[config.mk]
export PLATFORM = sky130hd
export DESIGN_NAME = cam_access_controller
export DESIGN_NICKNAME = d
export VERILOG_FILES = /design/src/rtl/cam_access_controller.sv
export SDC_FILE = /design/constraint.sdc
export NUM_CORES = 1
export LEC_CHECK = 0
export CORE_MARGIN = 5
export CORE_UTILIZATION = 52
export CTS_CLUSTER_DIAMETER = 200
export DETAILED_ROUTE_END_ITERATION = 6
export GPL_TIMING_DRIVEN = 0
export PLACE_DENSITY = 0.95
export SYNTH_ARGS = -nofsm -noshare
export SYNTH_HDL_FRONTEND = slang
export SYNTH_SLANG_ARGS = --single-unit
[constraint.sdc]
create_clock -name clk -period 2.9 [get_ports clk]
set_input_delay 0.58 -clock clk [delete_from_list [all_inputs] [get_ports clk]]
set_output_delay 0.58 -clock clk [all_outputs]
set_load 0.02 [all_outputs]
[src/rtl/cam_access_controller.sv]
`default_nettype none
// ============================================================================
// Module   : cam_access_controller
// Purpose  : Sequencer and two-port round-robin arbiter in front of a
//            16-entry x 8-bit CAM. After reset it sweeps every slot to
//            EMPTY_KEY, then serves lookup / write requests from two
//            requesters, optionally learning missed keys into a FIFO-replaced
//            slot, and reports results through a req/ack handshake.
// Ports    : clk, rst            - clock, synchronous active-high reset
//            req/op/learn [1:0]  - per-requester request, opcode, learn flag
//            key0/key1, waddr0/waddr1 - per-requester operands
//            ack [1:0]           - one-cycle completion pulse
//            rsp_hit/index/learned/err - transaction result, held until next
//            busy, full          - controller not idle / learn area full
//            cam_wen/ren/din/addr - CAM control pins
//            cam_dout, cam_hit   - CAM registered index / live hit
// Revision : 1.0 - initial release
// ============================================================================
module cam_access_controller #(
    parameter logic [7:0] EMPTY_KEY = 8'hFF
) (
    input  logic       clk,
    input  logic       rst,
    input  logic [1:0] req,
    input  logic [1:0] op,
    input  logic [1:0] learn,
    input  logic [7:0] key0,
    input  logic [7:0] key1,
    input  logic [3:0] waddr0,
    input  logic [3:0] waddr1,
    output logic [1:0] ack,
    output logic       rsp_hit,
    output logic [3:0] rsp_index,
    output logic       rsp_learned,
    output logic       rsp_err,
    output logic       busy,
    output logic       full,
    output logic       cam_wen,
    output logic       cam_ren,
    output logic [7:0] cam_din,
    output logic [3:0] cam_addr,
    input  logic [3:0] cam_dout,
    input  logic       cam_hit
);

    localparam logic [3:0] C_LAST_SLOT = 4'd15;
    localparam logic [4:0] C_FULL_OCC  = 5'd16;

    typedef enum logic [2:0] {
        S_INIT   = 3'd0,
        S_IDLE   = 3'd1,
        S_LOOKUP = 3'd2,
        S_RESP   = 3'd3,
        S_INSERT = 3'd4,
        S_WRITE  = 3'd5,
        S_DONE   = 3'd6
    } state_t;

    state_t     state_q, state_d;
    logic [3:0] init_ptr_q, init_ptr_d;
    logic [3:0] fill_ptr_q, fill_ptr_d;
    logic [4:0] occ_q, occ_d;
    logic       last_grant_q, last_grant_d;
    logic       grant_q, grant_d;
    logic       learn_q, learn_d;
    logic [7:0] key_q, key_d;
    logic [3:0] waddr_q, waddr_d;
    logic       hit_q, hit_d;
    logic [1:0] ack_q, ack_d;
    logic       rsp_hit_q, rsp_hit_d;
    logic [3:0] rsp_index_q, rsp_index_d;
    logic       rsp_learned_q, rsp_learned_d;
    logic       rsp_err_q, rsp_err_d;

    // Arbitration: on a tie the requester not served last wins.
    logic       w_sel;
    logic [7:0] w_sel_key;
    logic [3:0] w_sel_waddr;

    always_comb begin
        w_sel       = (req == 2'b11) ? ~last_grant_q : req[1];
        w_sel_key   = w_sel ? key1 : key0;
        w_sel_waddr = w_sel ? waddr1 : waddr0;
    end

    always_comb begin
        state_d       = state_q;
        init_ptr_d    = init_ptr_q;
        fill_ptr_d    = fill_ptr_q;
        occ_d         = occ_q;
        last_grant_d  = last_grant_q;
        grant_d       = grant_q;
        learn_d       = learn_q;
        key_d         = key_q;
        waddr_d       = waddr_q;
        hit_d         = hit_q;
        ack_d         = 2'b00;
        rsp_hit_d     = rsp_hit_q;
        rsp_index_d   = rsp_index_q;
        rsp_learned_d = rsp_learned_q;
        rsp_err_d     = rsp_err_q;

        case (state_q)
            S_INIT: begin
                init_ptr_d = init_ptr_q + 4'd1;
                if (init_ptr_q == C_LAST_SLOT) begin
                    state_d = S_IDLE;
                end
            end
            S_IDLE: begin
                if (|req) begin
                    grant_d      = w_sel;
                    last_grant_d = w_sel;
                    learn_d      = learn[w_sel];
                    key_d        = w_sel_key;
                    waddr_d      = w_sel_waddr;
                    if (w_sel_key == EMPTY_KEY) begin
                        // Rejected without touching the CAM: the empty
                        // marker would match every unused slot.
                        state_d       = S_DONE;
                        ack_d         = w_sel ? 2'b10 : 2'b01;
                        rsp_hit_d     = 1'b0;
                        rsp_index_d   = 4'd0;
                        rsp_learned_d = 1'b0;
                        rsp_err_d     = 1'b1;
                    end else if (op[w_sel]) begin
                        state_d = S_WRITE;
                    end else begin
                        state_d = S_LOOKUP;
                    end
                end
            end
            S_LOOKUP: begin
                hit_d   = cam_hit;
                state_d = S_RESP;
            end
            S_RESP: begin
                if (!hit_q && learn_q) begin
                    state_d = S_INSERT;
                end else begin
                    // cam_dout was registered by the CAM during LOOKUP.
                    state_d       = S_DONE;
                    ack_d         = grant_q ? 2'b10 : 2'b01;
                    rsp_hit_d     = hit_q;
                    rsp_index_d   = hit_q ? cam_dout : 4'd0;
                    rsp_learned_d = 1'b0;
                    rsp_err_d     = 1'b0;
                end
            end
            S_INSERT: begin
                fill_ptr_d    = fill_ptr_q + 4'd1;
                occ_d         = (occ_q == C_FULL_OCC) ? C_FULL_OCC : occ_q + 5'd1;
                state_d       = S_DONE;
                ack_d         = grant_q ? 2'b10 : 2'b01;
                rsp_hit_d     = 1'b0;
                rsp_index_d   = fill_ptr_q;
                rsp_learned_d = 1'b1;
                rsp_err_d     = 1'b0;
            end
            S_WRITE: begin
                state_d       = S_DONE;
                ack_d         = grant_q ? 2'b10 : 2'b01;
                rsp_hit_d     = 1'b0;
                rsp_index_d   = 4'd0;
                rsp_learned_d = 1'b0;
                rsp_err_d     = 1'b0;
            end
            S_DONE: begin
                state_d = S_IDLE;
            end
            default: begin
                state_d = S_INIT;
            end
        endcase
    end

    always_ff @(posedge clk) begin
        if (rst) begin
            state_q       <= S_INIT;
            init_ptr_q    <= 4'd0;
            fill_ptr_q    <= 4'd0;
            occ_q         <= 5'd0;
            last_grant_q  <= 1'b1;
            grant_q       <= 1'b0;
            learn_q       <= 1'b0;
            key_q         <= 8'd0;
            waddr_q       <= 4'd0;
            hit_q         <= 1'b0;
            ack_q         <= 2'b00;
            rsp_hit_q     <= 1'b0;
            rsp_index_q   <= 4'd0;
            rsp_learned_q <= 1'b0;
            rsp_err_q     <= 1'b0;
        end else begin
            state_q       <= state_d;
            init_ptr_q    <= init_ptr_d;
            fill_ptr_q    <= fill_ptr_d;
            occ_q         <= occ_d;
            last_grant_q  <= last_grant_d;
            grant_q       <= grant_d;
            learn_q       <= learn_d;
            key_q         <= key_d;
            waddr_q       <= waddr_d;
            hit_q         <= hit_d;
            ack_q         <= ack_d;
            rsp_hit_q     <= rsp_hit_d;
            rsp_index_q   <= rsp_index_d;
            rsp_learned_q <= rsp_learned_d;
            rsp_err_q     <= rsp_err_d;
        end
    end

    // CAM pins decode the current state. Enables are masked by rst so the
    // CAM is never written while reset is held, even though state is INIT.
    always_comb begin
        cam_wen  = 1'b0;
        cam_ren  = 1'b0;
        cam_din  = 8'd0;
        cam_addr = 4'd0;
        case (state_q)
            S_INIT: begin
                cam_wen  = ~rst;
                cam_din  = EMPTY_KEY;
                cam_addr = init_ptr_q;
            end
            S_LOOKUP: begin
                cam_ren = ~rst;
                cam_din = key_q;
            end
            S_INSERT: begin
                cam_wen  = ~rst;
                cam_din  = key_q;
                cam_addr = fill_ptr_q;
            end
            S_WRITE: begin
                cam_wen  = ~rst;
                cam_din  = key_q;
                cam_addr = waddr_q;
            end
            default: begin
                cam_wen  = 1'b0;
            end
        endcase
    end

    assign ack         = ack_q;
    assign rsp_hit     = rsp_hit_q;
    assign rsp_index   = rsp_index_q;
    assign rsp_learned = rsp_learned_q;
    assign rsp_err     = rsp_err_q;
    assign busy        = (state_q != S_IDLE);
    assign full        = (occ_q == C_FULL_OCC);

endmodule
`default_nettype wire

==> summary.md <==
| Metric | Value |
|---|---|
| #FFs+latches synth | `41` |
| GR Util All Layers | `24.8%` |
| Power density cells | `401 mW/mm^2` |
| Clock Sinks | `41` |
| Flop pwr share | `49.8%` |
| Hold crit path type | `flip-flop to flip-flop` |
| Routed WL | `6590 um` |
| Synth area leader | `dfxtp_1` |
| Worst Path Max Fanout | `10` |
| Post-Syn Nets | `323` |
| Top area cells in the synthesized netlist | `dfxtp_1 37%, nand2_1 7.4%, nor2_1 7.1%, a311oi_1 6.3%, a21oi_1 3.6%` |
| Status | `finished, final reports clean` |
| HPWL Detailed | `5000 um` |
| Worst R2R Setup Slack | `1.13 ns` |
| Full die area | `0.00568 sq mm` |
| Fill cell count | `302` |
| DR WL/cell | `16.5 um` |
| Top Metal Used | `met4` |
| Async set-or-reset flop fraction in the synthesized netlist | `0%` |
| Crit path time final | `2.74 ns` |
| Pin count of the biggest net entering global routing | `13` |
| Predominant post-synthesis flop cell | `dfxtp_1` |
| Antenna Violating Nets Remaining | `0` |
| Layout cells sized above 1 | `8.88%` |
| Fin worst setup slack | `0.159 ns` |
| CTS Root Cell | `clkbuf_8` |
| First-pass GRT wire length | `10700 um` |
| I/O pin count | `62` |
| RR Startpoint | `state_q[2]$_SDFFE_PP0P_` |
| Max-slew violations | `0` |
| Total gr overflow | `0` |
| Drt initial violations | `259` |
| Syn Std Cell Area | `0.00222 sq mm` |
| Vias in the first global route | `2324` |
| CP Depth | `6` |
| WS Path Type | `flip-flop to output port` |
| Via count | `2424` |
| Post-CTS Setup Inserts | `0` |
| Final Net Count | `389` |
| Most common cell in the netlist | `nand2_1` |
| DR pass1 iterations | `5` |
| R2r endpoint | `key_q[2]$_SDFFE_PP0P_` |
| CTS tree | `done` |
| Buf/Inv on CP | `4` |
| Max Cap Viol | `0` |
| Diode count | `0` |
| Final TNS setup | `0 ns` |
| Port bufs | `59` |
| Sequential area share after synthesis | `36.9%` |
| Slew headroom | `59.6%` |
| Met2 WL post-DR | `3200 um` |
| Slowest stage delay, CP | `0.64 ns` |
| Top cell type's share of synthesized area | `36.9%` |
| Final Instance Area | `0.00298 sq mm` |
| Starting density of the core | `54.4%` |
| Met3 wire length | `474 um` |
| Worst Clk Skew | `0.00532 ns` |
| Bufs on Longest Clock Path | `2` |
| Worst slack, placed | `0.128 ns` |
| Setup-failing EPs final | `0` |
| Placed inst area | `0.00288 sq mm` |
| Int Power | `0.859 mW` |
| H-tree levels | `2` |
| Leakage | `1.07 nW` |
| Initial antenna violation count | `0` |
| EDFF count, synth | `0` |
| Worst path top cell family by delay | `buffers and inverters` |
| Placed insts | `391` |
| Worst Hold Depth | `1` |
| Final core utilization | `73.0%` |
| Psw | `0.337 mW` |
| Yosys warnings | `0` |
| Drt drc | `0` |
| Met1 WL | `2720 um` |
| CP required | `2.32 ns` |
| Setup crit end kind | `output port` |
| Part of the power in the clock network | `31.0%` |
| Final Hold Violating Endpoints | `0` |
| Clk_lat worst skew | `0.30 ns` |
| Cells after Synth | `282` |
| CTS Buf Count | `5` |
| Netlist cell types | `48` |
| Final non-filler cell total | `399` |
| Chip Width | `75.4 um` |
| CP startpoint kind | `flip-flop` |
| Least-Margin Pin Slew | `0.601 ns` |
| P&R area growth vs syn | `34.1%` |
| Switch share | `28.2%` |
| Worst IR Drop VDD | `0.000290 V` |
| Total power | `1.20 mW` |
| Floorplan core area | `0.00409 sq mm` |
| Crit path cell chain | `buf_4 > clkbuf_4 > clkbuf_2 > a21oi_1 > o21ai_0 > clkdlybuf4s50_1` |
| WP data arrival | `2.16 ns` |
| Hold slack | `0.495 ns` |
| Setup crit end | `cam_din[5]` |
| CP startpoint | `state_q[2]$_SDFFE_PP0P_` |
| Routed vias/inst | `6.08` |
| FP Rows | `23` |
| GP Congestion | `0.867` |
| Reg2reg path depth | `7` |
| Period Utilization, post-route | `94.5%` |
| Comb pwr share | `19.2%` |
| RSZ-0062 raised after global routing | `false` |
| Crit path max-delay cell type | `clkdlybuf4s50_1` |
| Top post-synthesis cells by count | `44 x nand2_1, 42 x nor2_1, 41 x dfxtp_1` |
| CTS clock-pin slew for the worst setup and hold paths | `0.07 ns` |
| Fmax | `365 MHz` |
| Syn Area/Cell | `7.88 sq um` |
| Die height | `75.4 um` |
==> cell families (layout without fill, tap and decap cells) <==
kind of cell	after synthesis	count (layout)	synth area share, %
adders and majority gates	4	4	2.25
and+or+nand+nor	120	120	25.1
muxes	5	5	2.25
xor gates and xnor gates	10	10	3.94
DFF	41	41	36.9
AOI/OAI and AO/OA	74	74	23.6
buffers and inverters	28	95	5.96
==> placed cells by master, fill, tap and decap left out, drive strengths merged, types with 7 or more instances in the layout <==
| cell | count |
|---|---|
| a21oi | 16 |
| a311oi | 17 |
| buf | 12 |
| clkbuf | 18 |
| clkdlybuf4s50 | 56 |
| dfxtp | 41 |
| nand2 | 44 |
| nand4 | 8 |
| nor2 | 42 |
| nor2b | 9 |
| o21ai | 11 |
| xor2 | 7 |
==> cell type report <==
cell class                 instances  area [sq um]  share of cell area (%)
sequential                        41           821                    27.5
inverter                           4          15.0                   0.504
tap                               50          62.6                    2.10
multi-input combinational        213          1280                    42.8
timing repair buffer              59           598                    20.1
buffer                            24           125                    4.20
clock inverter                     2          10.0                   0.336
clock buffer                       6          72.6                    2.43
==> power groups by stage <==
stage          clock network [mW]  registers [mW]  logic [mW]
3_3_place_gp                    0           0.605       0.218
3_5_place_dp                    0           0.607       0.226
5_1_grt                     0.400           0.596       0.248
4_1_cts                     0.369           0.594       0.229
6_report                    0.370           0.595       0.230
2_1_floorplan                   0           0.602       0.117
==> layer usage <==
metal  up-vias  track usage (%)
li1       1136                -
met1      1152             31.8
met2       118             39.3
met3        18             6.07
met4         0             11.3
met5         -                0
==> state kept, by name, summed over array words and instances, names as in the netlist, 2 cells and up <==
register / count
ack: 2
rsp_index: 4
init_ptr_q: 4
waddr_q: 4
occ_q: 5
state_q: 3
fill_ptr_q: 4
key_q: 8
==> worst reg2reg max path, cell delays in order (launching register included) <==
cell      delay (ns)
dfxtp_1         0.31
buf_4           0.17
nor3b_4         0.31
o21a_1          0.17
buf_2           0.21
buf_4           0.21
nor2_1          0.05
a311oi_1        0.25
==> worst min path at each step <==
stage	startpoint	end
3_3_place_gp	rsp_err$_SDFFE_PP0P_	rsp_err$_SDFFE_PP0P_
2_1_floorplan	hit_q$_SDFFE_PP0P_	hit_q$_SDFFE_PP0P_
6_report	rsp_err$_SDFFE_PP0P_	rsp_err$_SDFFE_PP0P_
3_5_place_dp	rsp_err$_SDFFE_PP0P_	rsp_err$_SDFFE_PP0P_
4_1_cts	rsp_err$_SDFFE_PP0P_	rsp_err$_SDFFE_PP0P_
5_1_grt	rsp_hit$_SDFFE_PP0P_	rsp_hit$_SDFFE_PP0P_
==> repair_timing <==
action / 4_1_cts / 5_1_grt
hold buffers: 0 / 0
resized for setup: 2 / 10
setup endpoints to repair: 10 / 12
Power figures use the tool's default switching activity.
